===== src/rtl/ram_port_arb_pkg.sv =====
// Shared definitions for the RAM port arbiter: grant-state encoding and
// round-robin source constants.
package ram_port_arb_pkg;

    typedef enum logic [1:0] {
        GntIdle = 2'd0,
        GntCtrl = 2'd1,
        GntSamp = 2'd2,
        GntHost = 2'd3
    } gnt_e;

    typedef enum logic {
        SrcSamp = 1'b0,
        SrcHost = 1'b1
    } src_e;

    function automatic src_e src_flip(src_e s);
        return (s == SrcSamp) ? SrcHost : SrcSamp;
    endfunction

endpackage


===== src/rtl/ram_port_arb_if.sv =====
// Controller, sample and host handshake signals of the RAM port arbiter.
// master = requesters side, slave = arbiter side.
interface ram_port_arb_if #(
    parameter int unsigned DATA_ADDR_WIDTH = 4,
    parameter int unsigned DATA_WIDTH      = 16
) ();

    logic                       ctrl_en;
    logic [DATA_ADDR_WIDTH-1:0] ctrl_addr;
    logic                       ctrl_rvalid;

    logic                       s_valid;
    logic [DATA_WIDTH-1:0]      s_data;
    logic                       s_ready;

    logic                       h_valid;
    logic                       h_wr;
    logic [DATA_ADDR_WIDTH-1:0] h_addr;
    logic [DATA_WIDTH-1:0]      h_data;
    logic                       h_ready;
    logic                       h_rvalid;
    logic [DATA_WIDTH-1:0]      h_rdata;

    modport master (
        output ctrl_en, ctrl_addr, s_valid, s_data, h_valid, h_wr, h_addr, h_data,
        input  ctrl_rvalid, s_ready, h_ready, h_rvalid, h_rdata
    );

    modport slave (
        input  ctrl_en, ctrl_addr, s_valid, s_data, h_valid, h_wr, h_addr, h_data,
        output ctrl_rvalid, s_ready, h_ready, h_rvalid, h_rdata
    );

endinterface


===== src/rtl/ctrl_sfifo.sv =====
// Two-entry sample FIFO. Caller guarantees no push when full and no pop when empty.
module ctrl_sfifo #(
    parameter int unsigned Width = 16
) (
    input  logic             clk,
    input  logic             rst,
    input  logic             push_i,
    input  logic [Width-1:0] wdata_i,
    input  logic             pop_i,
    output logic [Width-1:0] rdata_o,
    output logic             empty_o,
    output logic             full_o
);

    logic [Width-1:0] mem_q [2];
    logic [Width-1:0] mem_d [2];
    logic             wr_ptr_q, wr_ptr_d;
    logic             rd_ptr_q, rd_ptr_d;
    logic [1:0]       cnt_q, cnt_d;

    always_comb begin
        mem_d    = mem_q;
        wr_ptr_d = wr_ptr_q;
        rd_ptr_d = rd_ptr_q;
        cnt_d    = cnt_q;
        if (push_i) begin
            mem_d[wr_ptr_q] = wdata_i;
            wr_ptr_d        = ~wr_ptr_q;
        end
        if (pop_i) begin
            rd_ptr_d = ~rd_ptr_q;
        end
        case ({push_i, pop_i})
            2'b10:   cnt_d = cnt_q + 2'd1;
            2'b01:   cnt_d = cnt_q - 2'd1;
            default: cnt_d = cnt_q;
        endcase
    end

    always_ff @(posedge clk) begin
        if (rst) begin
            mem_q    <= '{default: '0};
            wr_ptr_q <= 1'b0;
            rd_ptr_q <= 1'b0;
            cnt_q    <= 2'd0;
        end else begin
            mem_q    <= mem_d;
            wr_ptr_q <= wr_ptr_d;
            rd_ptr_q <= rd_ptr_d;
            cnt_q    <= cnt_d;
        end
    end

    assign rdata_o = mem_q[rd_ptr_q];
    assign empty_o = (cnt_q == 2'd0);
    assign full_o  = (cnt_q == 2'd2);

endmodule


===== src/rtl/ram_port_arb.sv =====
// Single-port RAM arbiter: controller reads win outright; buffered samples
// and host accesses share the remaining cycles round-robin.
module ram_port_arb
    import ram_port_arb_pkg::*;
#(
    parameter int unsigned DATA_ADDR_WIDTH = 4,
    parameter int unsigned DATA_WIDTH      = 16,
    parameter int unsigned BUF_LEN         = 16
) (
    input  logic                       clk,
    input  logic                       rst,
    ram_port_arb_if.slave              bus,
    output logic                       ram_en,
    output logic                       ram_wr,
    output logic [DATA_ADDR_WIDTH-1:0] ram_addr,
    output logic [DATA_WIDTH-1:0]      ram_wdata,
    input  logic [DATA_WIDTH-1:0]      ram_rdata,
    output logic [DATA_ADDR_WIDTH-1:0] wptr,
    output logic                       new_in
);

    localparam logic [DATA_ADDR_WIDTH-1:0] WptrLast = DATA_ADDR_WIDTH'(BUF_LEN - 1);

    gnt_e                       gnt_d, gnt_q;
    src_e                       rr_d, rr_q;
    logic [DATA_ADDR_WIDTH-1:0] wptr_d, wptr_q;
    logic                       hrd_d, hrd_q;

    logic                  fifo_push, fifo_pop, fifo_empty, fifo_full;
    logic [DATA_WIDTH-1:0] fifo_head;

    ctrl_sfifo #(
        .Width (DATA_WIDTH)
    ) u_sfifo (
        .clk     (clk),
        .rst     (rst),
        .push_i  (fifo_push),
        .wdata_i (bus.s_data),
        .pop_i   (fifo_pop),
        .rdata_o (fifo_head),
        .empty_o (fifo_empty),
        .full_o  (fifo_full)
    );

    assign bus.s_ready = ~fifo_full;
    assign fifo_push   = bus.s_valid & ~fifo_full;
    assign fifo_pop    = (gnt_d == GntSamp);

    // Grant decision; forced idle under reset so no write can slip through.
    always_comb begin
        gnt_d = GntIdle;
        if (rst) begin
            gnt_d = GntIdle;
        end else if (bus.ctrl_en) begin
            gnt_d = GntCtrl;
        end else if (!fifo_empty && bus.h_valid) begin
            gnt_d = (rr_q == SrcSamp) ? GntSamp : GntHost;
        end else if (!fifo_empty) begin
            gnt_d = GntSamp;
        end else if (bus.h_valid) begin
            gnt_d = GntHost;
        end
    end

    always_comb begin
        ram_en      = 1'b0;
        ram_wr      = 1'b0;
        ram_addr    = '0;
        ram_wdata   = '0;
        bus.h_ready = 1'b0;
        new_in      = 1'b0;
        rr_d        = rr_q;
        wptr_d      = wptr_q;
        hrd_d       = 1'b0;
        unique case (gnt_d)
            GntCtrl: begin
                ram_en   = 1'b1;
                ram_addr = bus.ctrl_addr;
            end
            GntSamp: begin
                ram_en    = 1'b1;
                ram_wr    = 1'b1;
                ram_addr  = wptr_q;
                ram_wdata = fifo_head;
                new_in    = 1'b1;
                rr_d      = src_flip(rr_q);
                wptr_d    = (wptr_q == WptrLast) ? '0 : wptr_q + 1'b1;
            end
            GntHost: begin
                ram_en      = 1'b1;
                ram_wr      = bus.h_wr;
                ram_addr    = bus.h_addr;
                ram_wdata   = bus.h_wr ? bus.h_data : '0;
                bus.h_ready = 1'b1;
                rr_d        = src_flip(rr_q);
                hrd_d       = ~bus.h_wr;
            end
            default: ;
        endcase
    end

    always_ff @(posedge clk) begin
        if (rst) begin
            gnt_q  <= GntIdle;
            rr_q   <= SrcSamp;
            wptr_q <= '0;
            hrd_q  <= 1'b0;
        end else begin
            gnt_q  <= gnt_d;
            rr_q   <= rr_d;
            wptr_q <= wptr_d;
            hrd_q  <= hrd_d;
        end
    end

    // Read valids are masked during reset so an in-flight read is dropped.
    assign bus.ctrl_rvalid = (gnt_q == GntCtrl) & ~rst;
    assign bus.h_rvalid    = (gnt_q == GntHost) & hrd_q & ~rst;
    assign bus.h_rdata     = ram_rdata;
    assign wptr            = wptr_q;

endmodule


===== src/flat_wrapper.sv =====
// flat-port wrapper written by rule: the top's interface ports become plain ports
module ram_port_arb_flat import ram_port_arb_pkg::*;
#(
    parameter int unsigned DATA_ADDR_WIDTH = 4,
    parameter int unsigned DATA_WIDTH      = 16,
    parameter int unsigned BUF_LEN         = 16
)
  (clk, rst, ram_en, ram_wr, ram_addr, ram_wdata, ram_rdata, wptr, new_in, bus_ctrl_en, bus_ctrl_addr, bus_s_valid, bus_s_data, bus_h_valid, bus_h_wr, bus_h_addr, bus_h_data, bus_ctrl_rvalid, bus_s_ready, bus_h_ready, bus_h_rvalid, bus_h_rdata);
  ram_port_arb_if #(.DATA_ADDR_WIDTH(DATA_ADDR_WIDTH), .DATA_WIDTH(DATA_WIDTH)) bus_i ();
  input  logic clk;
  input  logic rst;
  output logic ram_en;
  output logic ram_wr;
  output logic [DATA_ADDR_WIDTH-1:0] ram_addr;
  output logic [DATA_WIDTH-1:0] ram_wdata;
  input  logic [DATA_WIDTH-1:0] ram_rdata;
  output logic [DATA_ADDR_WIDTH-1:0] wptr;
  output logic new_in;
  input wire logic [$bits(bus_i.ctrl_en)-1:0] bus_ctrl_en;
  input wire logic [$bits(bus_i.ctrl_addr)-1:0] bus_ctrl_addr;
  input wire logic [$bits(bus_i.s_valid)-1:0] bus_s_valid;
  input wire logic [$bits(bus_i.s_data)-1:0] bus_s_data;
  input wire logic [$bits(bus_i.h_valid)-1:0] bus_h_valid;
  input wire logic [$bits(bus_i.h_wr)-1:0] bus_h_wr;
  input wire logic [$bits(bus_i.h_addr)-1:0] bus_h_addr;
  input wire logic [$bits(bus_i.h_data)-1:0] bus_h_data;
  output wire logic [$bits(bus_i.ctrl_rvalid)-1:0] bus_ctrl_rvalid;
  output wire logic [$bits(bus_i.s_ready)-1:0] bus_s_ready;
  output wire logic [$bits(bus_i.h_ready)-1:0] bus_h_ready;
  output wire logic [$bits(bus_i.h_rvalid)-1:0] bus_h_rvalid;
  output wire logic [$bits(bus_i.h_rdata)-1:0] bus_h_rdata;
  assign bus_i.ctrl_en = bus_ctrl_en;
  assign bus_i.ctrl_addr = bus_ctrl_addr;
  assign bus_i.s_valid = bus_s_valid;
  assign bus_i.s_data = bus_s_data;
  assign bus_i.h_valid = bus_h_valid;
  assign bus_i.h_wr = bus_h_wr;
  assign bus_i.h_addr = bus_h_addr;
  assign bus_i.h_data = bus_h_data;
  assign bus_ctrl_rvalid = bus_i.ctrl_rvalid;
  assign bus_s_ready = bus_i.s_ready;
  assign bus_h_ready = bus_i.h_ready;
  assign bus_h_rvalid = bus_i.h_rvalid;
  assign bus_h_rdata = bus_i.h_rdata;
  ram_port_arb #(.DATA_ADDR_WIDTH(DATA_ADDR_WIDTH), .DATA_WIDTH(DATA_WIDTH), .BUF_LEN(BUF_LEN)) u_core (.clk(clk), .rst(rst), .bus(bus_i), .ram_en(ram_en), .ram_wr(ram_wr), .ram_addr(ram_addr), .ram_wdata(ram_wdata), .ram_rdata(ram_rdata), .wptr(wptr), .new_in(new_in));
endmodule

===== config.mk =====
export PLATFORM = sky130hd
export DESIGN_NAME = ram_port_arb_flat
export DESIGN_NICKNAME = d
export VERILOG_FILES = /design/src/rtl/ram_port_arb_pkg.sv /design/src/rtl/ram_port_arb_if.sv /design/src/rtl/ctrl_sfifo.sv /design/src/rtl/ram_port_arb.sv /design/src/flat_wrapper.sv
export SDC_FILE = /design/constraint.sdc
export NUM_CORES = 1
export LEC_CHECK = 0
export ABC_AREA = 1
export CORE_MARGIN = 5
export CORE_UTILIZATION = 30
export CTS_CLUSTER_SIZE = 8
export DETAILED_ROUTE_END_ITERATION = 6
export DONT_BUFFER_PORTS = 1
export SYNTH_ARGS = -nofsm -noshare
export SYNTH_HDL_FRONTEND = slang
export SYNTH_SLANG_ARGS = --single-unit

===== constraint.sdc =====
create_clock -name clk -period 2.8 [get_ports clk]
set_clock_uncertainty 0.15 [all_clocks]
set_input_delay 0.7 -clock clk [delete_from_list [all_inputs] [get_ports clk]]
set_output_delay 0.7 -clock clk [all_outputs]
set_load 0.02 [all_outputs]

==> results.yml <==
global_routing:
  track_usage_pct: 12.6
  grt_antenna_before_repair: 0
  grt-ovfl-total: 0
  grt_pass1_vias: 1914
  grt_pass1_wl_um: 9670
  grt_max_degree: 34
worst_setup_path:
  path_class: "flop to primary output"
  r2r_end: "u_core.u_sfifo.cnt_q[1]"
  r2r_setup_slack_ps: 760
  critPathTopFamily: "simple AND/OR/NAND/NOR gates"
  path_common_cell: "nand2_1"
  r2r_start: "u_core.u_sfifo.cnt_q[1]"
  slowest_stage: "dfxtp_1"
  max_stage_delay_ps: 410
  crit_buf_inv: 0
  crit_required_ps: 1950
  cp_cell_sequence: "nor2_1 > nand2_1 > nand3_2 > nor2_4 > nand2_1 > nand2_1"
  cp-start-kind: "flop"
  arrival_ps: 1810
  worst-path-max-fanout: 15
  end_kind: "primary output"
  reg2reg_depth: 8
pwr:
  finalPower_uw: 1320
  clkPwrFrac_pct: 28.2
  power_switching_uw: 402
  p_comb_share_pct: 18.3
  irDropWorstVdd_uv: 154
  p_leak_uw: 0.000974
  internal_power_uw: 920
  power_frac_seq_pct: 53.5
  powerDensity_nw_per_um2: 551
  swShare_pct: 30.4
worst_hold_path:
  hold_path_end: "u_core.u_sfifo.mem_q[26]"
  holdPathStages: 2
  hold_class: "flop to flop"
  worst_hold_startpoint: "u_core.u_sfifo.mem_q[26]"
clock_network:
  clk_pin_slew_ps: 80
  clock_path_buffers: 2
  post-cts-setup-buffers: 0
  cts_buffers: 5
  clkLatencyLatePin_ps: 290
  numClockSinks: 44
  holdBufCountCts: 0
  cts_max_level: 2
  cts_tree: "yes"
  root_buffer: "clkbuf_8"
drt:
  wl_um: 6130
  wl_per_cell_um: 14.2
  drcViolationCount: 0
  vias: 2049
  drtIter0Drc: 146
  antenna_left: 0
  dr.pass1.iters: 4
  vias_per_cell: 4.73
sta:
  fin_tns_setup_ps: 0
  post-route-min-period_ps: 2660
  hold_viol_final: 0
  setup_viol: 0
  slew_viol_final: 0
  hold_ws_ps: 297
  finalCritPeriodShare_pct: 94.9
  max_slew_margin_pct: 62.2
  worst_pin_slew_ps: 567
  rsz0062_at_grt: "no"
  clock.fmax_mhz: 376
placed_design:
  numPortBuffers: 0
  place_hpwl_um: 4140
  gp_congestion: 0.729
yosys:
  syn_nets: 412
  synth-seq-cells: 44
  syn_area_um2: 2320
  ys_warn_count: 0
  synthDistinctLibCells: 25
  yosysSeqAreaShare_pct: 37.9
  synthCells: 348
  syn_avg_cell_area_um2: 6.67
floorplanning:
  die-area_um2: 9600
  start_util_pct: 30.4
  fp-row-count: 32
  fp.dieH_um: 98.0
  num_io_pins: 109
  die_w_um: 98.0
  core_area_um2: 7650
finish:
  final_common_cell: "nand2_1"
  drive_gt1_share_pct: 9.97
  diodes: 0
  nFillCells: 857
  syn_to_final_growth_pct: 3.34
  final_nets: 395
  final_cell_mix: "nand2_1, dfxtp_1, a21oi_1"
run_status:
  status: "finished, final reports clean"
run:
  max-cap-violations: 0
cell type report:
class / count / area, um^2 / share of cell area [%]
inverter: 28 / 105 / 4.38
sequential: 44 / 881 / 36.7
clock inverter: 1 / 5.00 / 0.209
multi-input combinational: 241 / 1130 / 46.9
tap: 102 / 128 / 5.32
timing repair buffer: 11 / 82.6 / 3.44
clock buffer: 6 / 72.6 / 3.02
power groups by stage:
| stage | logic, uW | clock network [uW] | registers, uW |
|---|---|---|---|
| after detailed placement | 238 | 0 | 722 |
| after global routing | 276 | 411 | 714 |
| after CTS | 242 | 393 | 707 |
| after global placement | 233 | 0 | 720 |
| after floorplan | 247 | 0 | 712 |
| final | 242 | 373 | 707 |
metrics by stage:
step                utilization [%]  std cells  area, um^2  worst slack [ps]
finish                         31.4        433        2400               143
detailed placement             30.1        425        2300              11.9
floorplan                         -        348        2320               300
global route                   31.4        433        2400              2.87
CTS                            31.2        433        2380              6.67
global placement               30.1        425        2300              31.7
logic make-up (layout without fill, tap and decap cells):
| group | after synthesis | in the layout | synth area share [%] |
|---|---|---|---|
| compound gates | 76 | 76 | 17.2 |
| simple gates | 161 | 162 | 28.8 |
| flops | 44 | 44 | 37.9 |
| buf+inv | 64 | 46 | 14.6 |
| fa+ha+maj | 2 | 2 | 1.08 |
| xor+xnor | 1 | 1 | 0.377 |
routing by layer:
metal / vias to the layer above / track usage [%] / part of all wire, %
li1: 1061 / - / -
met1: 917 / 14.8 / 42
met2: 62 / 20.6 / 46
met3: 9 / 4.50 / 9.0
met4: 0 / 5.43 / 2.0
met5: - / 0 / 0
worst register-to-register path, stage by stage (launching register included):
cell and delay, ps:
dfxtp_1 410, nor2_1 100, nand2_1 80, nand3_2 140, nor2_4 390, ha_1 330
nor2_1 140, a21oi_1 80, nor3_1 150
what timing repair did:
action                                  4_1_cts  5_1_grt
gates cloned                                  1        0
resized for setup                             0        4
pin swaps                                     1        0
endpoints found under the hold margin         0        0
endpoints found under the setup margin        8        6
how the worst max path moves through the flow:
stage / from / endpoint / slack [ps] / cells past startpoint
floorplan: rst / ram_wdata[0] / 300 / 6
global placement: bus_h_valid / ram_wdata[1] / 30 / 7
detailed placement: bus_h_valid / ram_wdata[1] / 10 / 7
CTS: u_core.u_sfifo.cnt_q[1] / ram_wdata[8] / 7 / 6
global route: u_core.u_sfifo.cnt_q[1] / ram_addr[3] / 3 / 8
finish: u_core.u_sfifo.cnt_q[1] / ram_wdata[1] / 140 / 6
sequential cells by signal, summed over array words and instances, names as in the netlist:
signal                   count
u_core.u_sfifo.mem_q        32
u_core.gnt_q                 2
u_core.rr_q                  1
u_core.u_sfifo.rd_ptr_q      1
u_core.u_sfifo.cnt_q         2
u_core.hrd_q                 1
u_core.wptr                  4
u_core.u_sfifo.wr_ptr_q      1
synth_stat cells:
library cell / count / area (um^2)
a21oi_1: 39 / 195
a21oi_2: 1 / 8.76
and3_1: 2 / 12.5
buf_1: 2 / 7.51
buf_2: 4 / 20.0
buf_4: 17 / 128
buf_6: 4 / 45.0
clkbuf_1: 9 / 33.8
dfxtp_1: 44 / 881
ha_1: 2 / 25.0
inv_1: 27 / 101
inv_2: 1 / 3.75
nand2_1: 112 / 420
nand2_2: 2 / 12.5
nand3_1: 22 / 110
nand3_2: 2 / 20.0
nand4_1: 1 / 6.26
nor2_1: 16 / 60.1
nor2_4: 1 / 11.3
nor3_1: 2 / 10.0
o21ai_0: 23 / 115
o21ai_1: 9 / 45.0
o21ai_2: 4 / 35.0
or2_1: 1 / 6.26
xor2_1: 1 / 8.76
Power figures use the tool's default switching activity.
